$ cat src/rtl/mips_ctrl_pipe.sv
// Control/specifier pipeline (ID/EX, EX/MEM, MEM/WB) for the 5-stage MIPS core,
// with load-use stall, taken-branch flush and ALU operand forwarding selects.
module mips_ctrl_pipe (
   input  logic       clk,
   input  logic       reset,
   input  logic       id_alusrc,
   input  logic       id_regdst,
   input  logic       id_branch,
   input  logic       id_memwrite,
   input  logic       id_memread,
   input  logic       id_memtoreg,
   input  logic       id_regwrite,
   input  logic [1:0] id_aluop,
   input  logic [4:0] id_rs,
   input  logic [4:0] id_rt,
   input  logic [4:0] id_rd,
   input  logic       ex_zero,
   output logic       ex_alusrc,
   output logic       ex_regdst,
   output logic [1:0] ex_aluop,
   output logic [4:0] ex_rs,
   output logic [4:0] ex_rt,
   output logic [1:0] fwd_a,
   output logic [1:0] fwd_b,
   output logic       mem_branch,
   output logic       mem_memwrite,
   output logic       mem_memread,
   output logic [4:0] mem_dst,
   output logic       pc_src,
   output logic       wb_memtoreg,
   output logic       wb_regwrite,
   output logic [4:0] wb_dst,
   output logic       pc_write,
   output logic       ifid_write,
   output logic       ifid_flush
);

   logic       ex_alusrc_r, ex_regdst_r, ex_branch_r, ex_memwrite_r;
   logic       ex_memread_r, ex_memtoreg_r, ex_regwrite_r;
   logic [1:0] ex_aluop_r;
   logic [4:0] ex_rs_r, ex_rt_r, ex_rd_r;

   logic       mem_branch_r, mem_memwrite_r, mem_memread_r;
   logic       mem_memtoreg_r, mem_regwrite_r, mem_zero_r;
   logic [4:0] mem_dst_r;

   logic       wb_memtoreg_r, wb_regwrite_r;
   logic [4:0] wb_dst_r;

   logic       stall_s, flush_s, idex_bubble_s;
   logic [4:0] ex_dst_s;

   // A newer producer (EX/MEM) always shadows an older one (MEM/WB); $0 is never forwarded.
   function automatic logic [1:0] fwd_sel(input logic [4:0] src,
                                          input logic       m_rw,
                                          input logic [4:0] m_dst,
                                          input logic       w_rw,
                                          input logic [4:0] w_dst);
      logic [1:0] sel;
      if (m_rw && (m_dst != 5'd0) && (m_dst == src)) begin
         sel = 2'b10;
      end else if (w_rw && (w_dst != 5'd0) && (w_dst == src)) begin
         sel = 2'b01;
      end else begin
         sel = 2'b00;
      end
      return sel;
   endfunction

   // Hazard detection and EX destination select.
   always_comb begin
      flush_s = mem_branch_r & mem_zero_r;
      if (ex_memread_r && (ex_rt_r != 5'd0) && ((ex_rt_r == id_rs) || (ex_rt_r == id_rt))) begin
         stall_s = 1'b1;
      end else begin
         stall_s = 1'b0;
      end
      idex_bubble_s = stall_s | flush_s;
      if (ex_regdst_r) begin
         ex_dst_s = ex_rd_r;
      end else begin
         ex_dst_s = ex_rt_r;
      end
   end

   // ID/EX register: specifiers always advance, control is zeroed on stall or flush.
   always_ff @(posedge clk) begin
      if (reset) begin
         ex_alusrc_r   <= 1'b0;
         ex_regdst_r   <= 1'b0;
         ex_branch_r   <= 1'b0;
         ex_memwrite_r <= 1'b0;
         ex_memread_r  <= 1'b0;
         ex_memtoreg_r <= 1'b0;
         ex_regwrite_r <= 1'b0;
         ex_aluop_r    <= 2'b00;
         ex_rs_r       <= 5'd0;
         ex_rt_r       <= 5'd0;
         ex_rd_r       <= 5'd0;
      end else begin
         ex_rs_r <= id_rs;
         ex_rt_r <= id_rt;
         ex_rd_r <= id_rd;
         if (idex_bubble_s) begin
            ex_alusrc_r   <= 1'b0;
            ex_regdst_r   <= 1'b0;
            ex_branch_r   <= 1'b0;
            ex_memwrite_r <= 1'b0;
            ex_memread_r  <= 1'b0;
            ex_memtoreg_r <= 1'b0;
            ex_regwrite_r <= 1'b0;
            ex_aluop_r    <= 2'b00;
         end else begin
            ex_alusrc_r   <= id_alusrc;
            ex_regdst_r   <= id_regdst;
            ex_branch_r   <= id_branch;
            ex_memwrite_r <= id_memwrite;
            ex_memread_r  <= id_memread;
            ex_memtoreg_r <= id_memtoreg;
            ex_regwrite_r <= id_regwrite;
            ex_aluop_r    <= id_aluop;
         end
      end
   end

   // EX/MEM register: a taken branch squashes the instruction currently in EX.
   always_ff @(posedge clk) begin
      if (reset) begin
         mem_branch_r   <= 1'b0;
         mem_memwrite_r <= 1'b0;
         mem_memread_r  <= 1'b0;
         mem_memtoreg_r <= 1'b0;
         mem_regwrite_r <= 1'b0;
         mem_zero_r     <= 1'b0;
         mem_dst_r      <= 5'd0;
      end else begin
         mem_dst_r  <= ex_dst_s;
         mem_zero_r <= ex_zero;
         if (flush_s) begin
            mem_branch_r   <= 1'b0;
            mem_memwrite_r <= 1'b0;
            mem_memread_r  <= 1'b0;
            mem_memtoreg_r <= 1'b0;
            mem_regwrite_r <= 1'b0;
         end else begin
            mem_branch_r   <= ex_branch_r;
            mem_memwrite_r <= ex_memwrite_r;
            mem_memread_r  <= ex_memread_r;
            mem_memtoreg_r <= ex_memtoreg_r;
            mem_regwrite_r <= ex_regwrite_r;
         end
      end
   end

   // MEM/WB register.
   always_ff @(posedge clk) begin
      if (reset) begin
         wb_memtoreg_r <= 1'b0;
         wb_regwrite_r <= 1'b0;
         wb_dst_r      <= 5'd0;
      end else begin
         wb_memtoreg_r <= mem_memtoreg_r;
         wb_regwrite_r <= mem_regwrite_r;
         wb_dst_r      <= mem_dst_r;
      end
   end

   assign ex_alusrc    = ex_alusrc_r;
   assign ex_regdst    = ex_regdst_r;
   assign ex_aluop     = ex_aluop_r;
   assign ex_rs        = ex_rs_r;
   assign ex_rt        = ex_rt_r;
   assign mem_branch   = mem_branch_r;
   assign mem_memwrite = mem_memwrite_r;
   assign mem_memread  = mem_memread_r;
   assign mem_dst      = mem_dst_r;
   assign wb_memtoreg  = wb_memtoreg_r;
   assign wb_regwrite  = wb_regwrite_r;
   assign wb_dst       = wb_dst_r;

   assign fwd_a      = fwd_sel(ex_rs_r, mem_regwrite_r, mem_dst_r, wb_regwrite_r, wb_dst_r);
   assign fwd_b      = fwd_sel(ex_rt_r, mem_regwrite_r, mem_dst_r, wb_regwrite_r, wb_dst_r);
   assign pc_src     = flush_s;
   assign ifid_flush = flush_s;
   assign pc_write   = ~stall_s | flush_s;
   assign ifid_write = ~stall_s | flush_s;

endmodule

$ cat config.mk
export PLATFORM = sky130hd
export DESIGN_NAME = mips_ctrl_pipe
export DESIGN_NICKNAME = d
export VERILOG_FILES = /design/src/rtl/mips_ctrl_pipe.sv
export SDC_FILE = /design/constraint.sdc
export NUM_CORES = 1
export LEC_CHECK = 0
export CORE_ASPECT_RATIO = 1.25
export CORE_UTILIZATION = 39
export DETAILED_ROUTE_END_ITERATION = 8
export GPL_ROUTABILITY_DRIVEN = 0
export PLACE_DENSITY = 0.75
export SLEW_MARGIN = 10
export SYNTH_ARGS = -nofsm -noshare
export SYNTH_HDL_FRONTEND = slang
export SYNTH_SLANG_ARGS = --single-unit
$ cat constraint.sdc
create_clock -name clk -period 1.5 [get_ports clk]
set_clock_uncertainty 0.1 [all_clocks]
set_input_delay 0.15 -clock clk [delete_from_list [all_inputs] [get_ports clk]]
set_output_delay 0.15 -clock clk [all_outputs]
set_load 0.01 [all_outputs]
# Word-level counts from Yosys, hierarchy flattened

Index checks and enable logic that the tools add are counted.

Eq/ne operators: 6
Muxes and demuxes: 6
Bitwise logic cells: 4
Reduce and logical (&&, ||, !) cells: 14

Operator list:

| cell                | count |
|---|---|
| $eq A5 B5 Y1        | 6 |
| $reduce_bool A5 Y1  | 3 |
| $logic_and A1 B1 Y1 | 8 |
| $mux W5             | 1 |
| $mux W2             | 2 |
| $reduce_or A2 Y1    | 2 |
| $mux W1             | 3 |
| $or A1 B1 Y1        | 2 |
| $and A1 B1 Y1       | 1 |
| $logic_or A1 B1 Y1  | 1 |
| $not A1 Y1          | 1 |

Register bits after elaboration: 42
Input port bits: 27
Output and inout bits: 37
Logic and storage cells: 51

# Longest topological paths before layout

Word-level depth: 6
Mapped depth: 6
Depth with buffers taken out: 4

# Worst setup path before layout

No wires, ideal clock.

Path type: reg-to-output
From: reg ex_rt_r[4], in the netlist ex_rt[4]
To: out pc_write
Arrival: 1.659 ns
Data required time: 1.250 ns
Path slack: -0.409 ns
Cell stages (with the launch flop): 7
Buffers on the path: 2
Path through: dfxtp_1 > clkbuf_1 > xnor2_1 > nand3_1 > o22ai_4 > nand3b_1 > buf_4

Word-level cells in the longest chain between the ends: 6
Elaborated cells between the ends (all ways): 9
Those cells by class: eq/ne (2); mux (1); bitwise (2); reduce/logical (4)

Ends and longest elaborated chain:

| element                                                          | RTL line | source |
|---|---|---|
| start, declared                                                  | 41       | `logic [4:0] ex_rs_r, ex_rt_r, ex_rd_r;` |
| start signal, assigned                                           | 102      | `ex_rt_r <= id_rt;` |
| $eq A5 B5 Y1 / $reduce_bool A5 Y1 (equally long branches)        | 73       | `if (ex_memread_r && (ex_rt_r != 5'd0) && ((ex_rt_r == id_rs) \|\| (ex_rt_r == id_rt))) begin` |
| $logic_or A1 B1 Y1 / $logic_and A1 B1 Y1 (equally long branches) | 73       |  |
| $logic_and A1 B1 Y1 *                                            | 73       |  |
| $mux W1 *                                                        | 73       |  |
| $not A1 Y1 *                                                     | n/a      |  |
| $or A1 B1 Y1 *                                                   | n/a      |  |
| end, declared                                                    | 33       | `output logic pc_write,` |

Every way passes the cells marked *; elsewhere a longest branch is shown, timed or not.

# Worst setup path in the final report

From: reg mem_dst_r[3], in the netlist mem_dst[3]
To: out fwd_b[0]

Word-level cells in the longest chain between the ends: 4
Elaborated cells between the ends (all ways): 5
Those cells by class: eq/ne (1); mux (1); reduce/logical (3)

Ends and longest elaborated chain:

| element                | RTL line | source |
|---|---|---|
| start, declared        | 45       | `logic [4:0] mem_dst_r;` |
| start signal, assigned | 137      | `mem_dst_r <= ex_dst_s;` |
| $reduce_bool A5 Y1     | 60       | `if (m_rw && (m_dst != 5'd0) && (m_dst == src)) begin` |
| $logic_and A1 B1 Y1    | 60       |  |
| $logic_and A1 B1 Y1 *  | 60       |  |
| $mux W2 *              | 60       |  |
| end, declared          | 24       | `output logic [1:0] fwd_b,` |

Marks and branches as above.

==> run summary <==
Status = finished, violations left
Failing checks = negative setup slack
Mapped Cells = 163
Endpoints failing setup = 15
Clock buffer depth = 2
Seq pwr share = 47.5%
CP Class = flop to primary output
Power Density = 882 nW/um^2
Post-synth top area cell = dfxtp_1
Simple-gate portion of the synthesized area = 21.3%
Buffers added on ports = 63
Vias in the first global route = 1372
Hold path startpoint = id_memwrite
Top FF cell, synth = dfxtp_1
Max frequency = 0.486 GHz
Largest net degree at the start of global routing = 20
Synthesis-to-layout area growth = 68.6%
Max_slew headroom = 78.9%
Die Span Y = 75.9 um
Worst-margin pin slew = 0.313 ns
Starting Density = 41.2%
Final wirelength = 4210 um
R2R depth = 8
Hold Vio Cnt, Final = 0
LEAKAGE = 1.27 nW
Dpl ws = -0.672 ns
Initial antenna violation count = 0
Antenna diodes = 0
Multiplexer share of the synthesized area = 2.94%
Final antenna-violating net count = 0
Worst EP arrival = 1.81 ns
Worst r2r src = ex_rt[0]$_SDFF_PP0_
TritonRoute pass-1 iters = 3
R2R Path End = ex_aluop[1]$_SDFF_PP0_
Syn Area/Cell = 10.4 um^2
Hold-fix buffers, CTS = 0
FF+latch count, synth = 42
Setup total negative slack = -3.25 ns
RSZ-0062 raised after global routing = true
Vias per Instance = 4.50
WL/cell = 13.4 um
First-pass GRT wire length = 6270 um
Final min period = 2.06 ns
Syn Nets = 190
Async set-reset flop share out of synthesis = 0%
Layout cell share with drive strength beyond 1 = 37.0%
Clk pwr share = 32.8%
Clock transition at path regs = 0.08 ns
Hold EP = ex_memwrite_r$_SDFF_PP0_
Post-Synth Adder-Cell Area = 0%
Comb pwr share = 19.6%
Dpl cells = 299
WHS = 0.293 ns
Most numerous cell in the Yosys netlist = dfxtp_1
CTS Sinks = 42
Int Pwr = 0.00192 W
Synth top cells by count = dfxtp_1 (42), nor2b_1 (22), xnor2_1 (16)
Synth Warn # = 0
Total grt overflow = 0
Compound-Gate Fraction of Synth Area = 7.05%
Top-area cell type share of the netlist area = 49.4%
Switching pwr = 0.000615 W
XOR/XNOR Fraction of Synth Area = 15.4%
Pins Over Slew Limit = 0
Cell Rows = 26
Register area share after synthesis = 49.4%
VDD IR max = 760 uV
Reg2reg setup slack = -0.10 ns
GRT Total Usage = 19.1%
Fin crit share = 137%
Final worst slack = -0.557 ns
Post-synth EDFFs = 0
Post-synth cell types = 23
Worst min path class = input pin to flop
Drt drc = 0
Finished Layout Cells = 313
Worst-path fanout max = 2
Post-Syn Area = 1700 um^2
Cts bufs inserted = 5
Vias = 1407
Switching share of power = 24.3%
Hold depth = 3
Core ar. = 4130 um^2
Critical path startpoint category = flop
Die width = 61.1 um
DP Wirelength = 2970 um
Htree depth = 2
Die area = 4640 um^2
Largest family of logic cells by synthesized area = simple AND/OR/NAND/NOR gates
NumNets Final = 283
Crit end category = primary output
CTS Root Cell = clkbuf_8
Max-cap violations = 0
Largest cells by area after synthesis = dfxtp_1 (49%), xnor2_1 (8.2%), nor2b_1 (8.1%), xor2_1 (7.2%), a21oi_2 (4.6%)
IO Pins = 64
TritonCTS clock tree = done
Clk Latency, worst-skew pair = 0.29 ns
Initial DRC Count = 11
Total power = 0.00253 W
Worst EP required = 1.25 ns
[critical path, stage by stage, from the launching register on]
cell	delay [ns]
dfxtp_1	0.32
or4_4	0.55
o21ai_4	0.17
buf_6	0.13
nor4_4	0.04
nor4_4	0.13
buf_2	0.17
[power by group through the flow]
stage | Sequential [W] | Clock (W) | Combinational [W]
2_1_floorplan | 0.00124 | 0 | 0.000199
5_1_grt | 0.00121 | 0.000893 | 0.000535
6_report | 0.00120 | 0.000831 | 0.000497
4_1_cts | 0.00120 | 0.000846 | 0.000450
3_3_place_gp | 0.00122 | 0 | 0.000439
3_5_place_dp | 0.00122 | 0 | 0.000444
[final cells by class]
| class | count | area [um^2] |
|---|---|---|
| Fill cell | 327 | 1260 |
| Multi-Input combinational cell | 108 | 921 |
| Timing Repair Buffer | 99 | 895 |
| Sequential cell | 42 | 875 |
| Clock buffer | 8 | 110 |
| Tap cell | 56 | 70.1 |
[placed cells by master, fill, tap and decap left out]
cell	count
nor2_1	6
buf_6	7
xor2_1	14
or4_1	1
clkdlybuf4s50_1	35
xnor2_2	6
buf_8	1
nand3_1	1
nor2b_2	1
buf_2	6
dlygate4sd2_1	22
o21ai_1	1
dfxtp_4	6
mux2i_1	5
nand2_1	11
o21ai_4	1
o22ai_4	1
dfxtp_2	9
o21a_4	1
or4_4	4
buf_4	27
nor4_4	4
clkbuf_16	1
and2_1	6
dfxtp_1	27
a21oi_2	9
nand3b_1	1
nor2b_1	22
clkbuf_8	8
xnor2_1	10
nand3_2	3
[worst max path at each step]
stage / cells after the start / startpoint / to / slack [ns]
after floorplan: 6 / ex_rt[0]$_SDFF_PP0_ / pc_write / -0.31
after global placement: 5 / wb_dst[4]$_SDFF_PP0_ / fwd_b[0] / -0.63
after detailed placement: 5 / wb_dst[4]$_SDFF_PP0_ / fwd_b[0] / -0.67
after CTS: 6 / mem_dst[1]$_SDFF_PP0_ / fwd_b[0] / -0.55
after global routing: 6 / mem_dst[3]$_SDFF_PP0_ / fwd_b[0] / -0.62
final: 6 / mem_dst[3]$_SDFF_PP0_ / fwd_b[0] / -0.56
[kinds of logic after synthesis]
logic type      after synthesis
compound gates               13
simple gates                 60
xor+xnor                     30
mux                           5
buf+inv                      13
flops                        42
[per-stage QoR]
step | area (um^2) | utilization (%)
finish | 2870 | 69.5
global route | 2870 | 69.5
CTS | 2740 | 66.3
detailed placement | 2610 | 63.1
global placement | 2610 | 63.1
floorplan | 1770 | -
[flip-flops by register name, indices dropped and copies added, names as in the netlist, 2 cells and up]
signal	cells
mem_dst	5
ex_aluop	2
ex_rt	5
ex_rs	5
wb_dst	5
ex_rd_r	5
[layer usage]
layer / up-vias / track usage (%) / part of all wire [%]
met2: 45 / 33.9 / 55
li1: 708 / - / -
met3: 7 / 4.75 / 4.6
met1: 647 / 20.6 / 38
met4: 0 / 9.60 / 2.4
met5: - / 0 / 0
[repair_timing]
action | CTS | global route
hold endpoints to repair | 0 | 0
resized for setup | 63 | 20
cloned | 0 | 2
setup endpoints to repair | 37 | 15
setup buffers | 3 | 2
pin swaps | 6 | 7
Note: power is estimated with default switching activity, not from simulation.
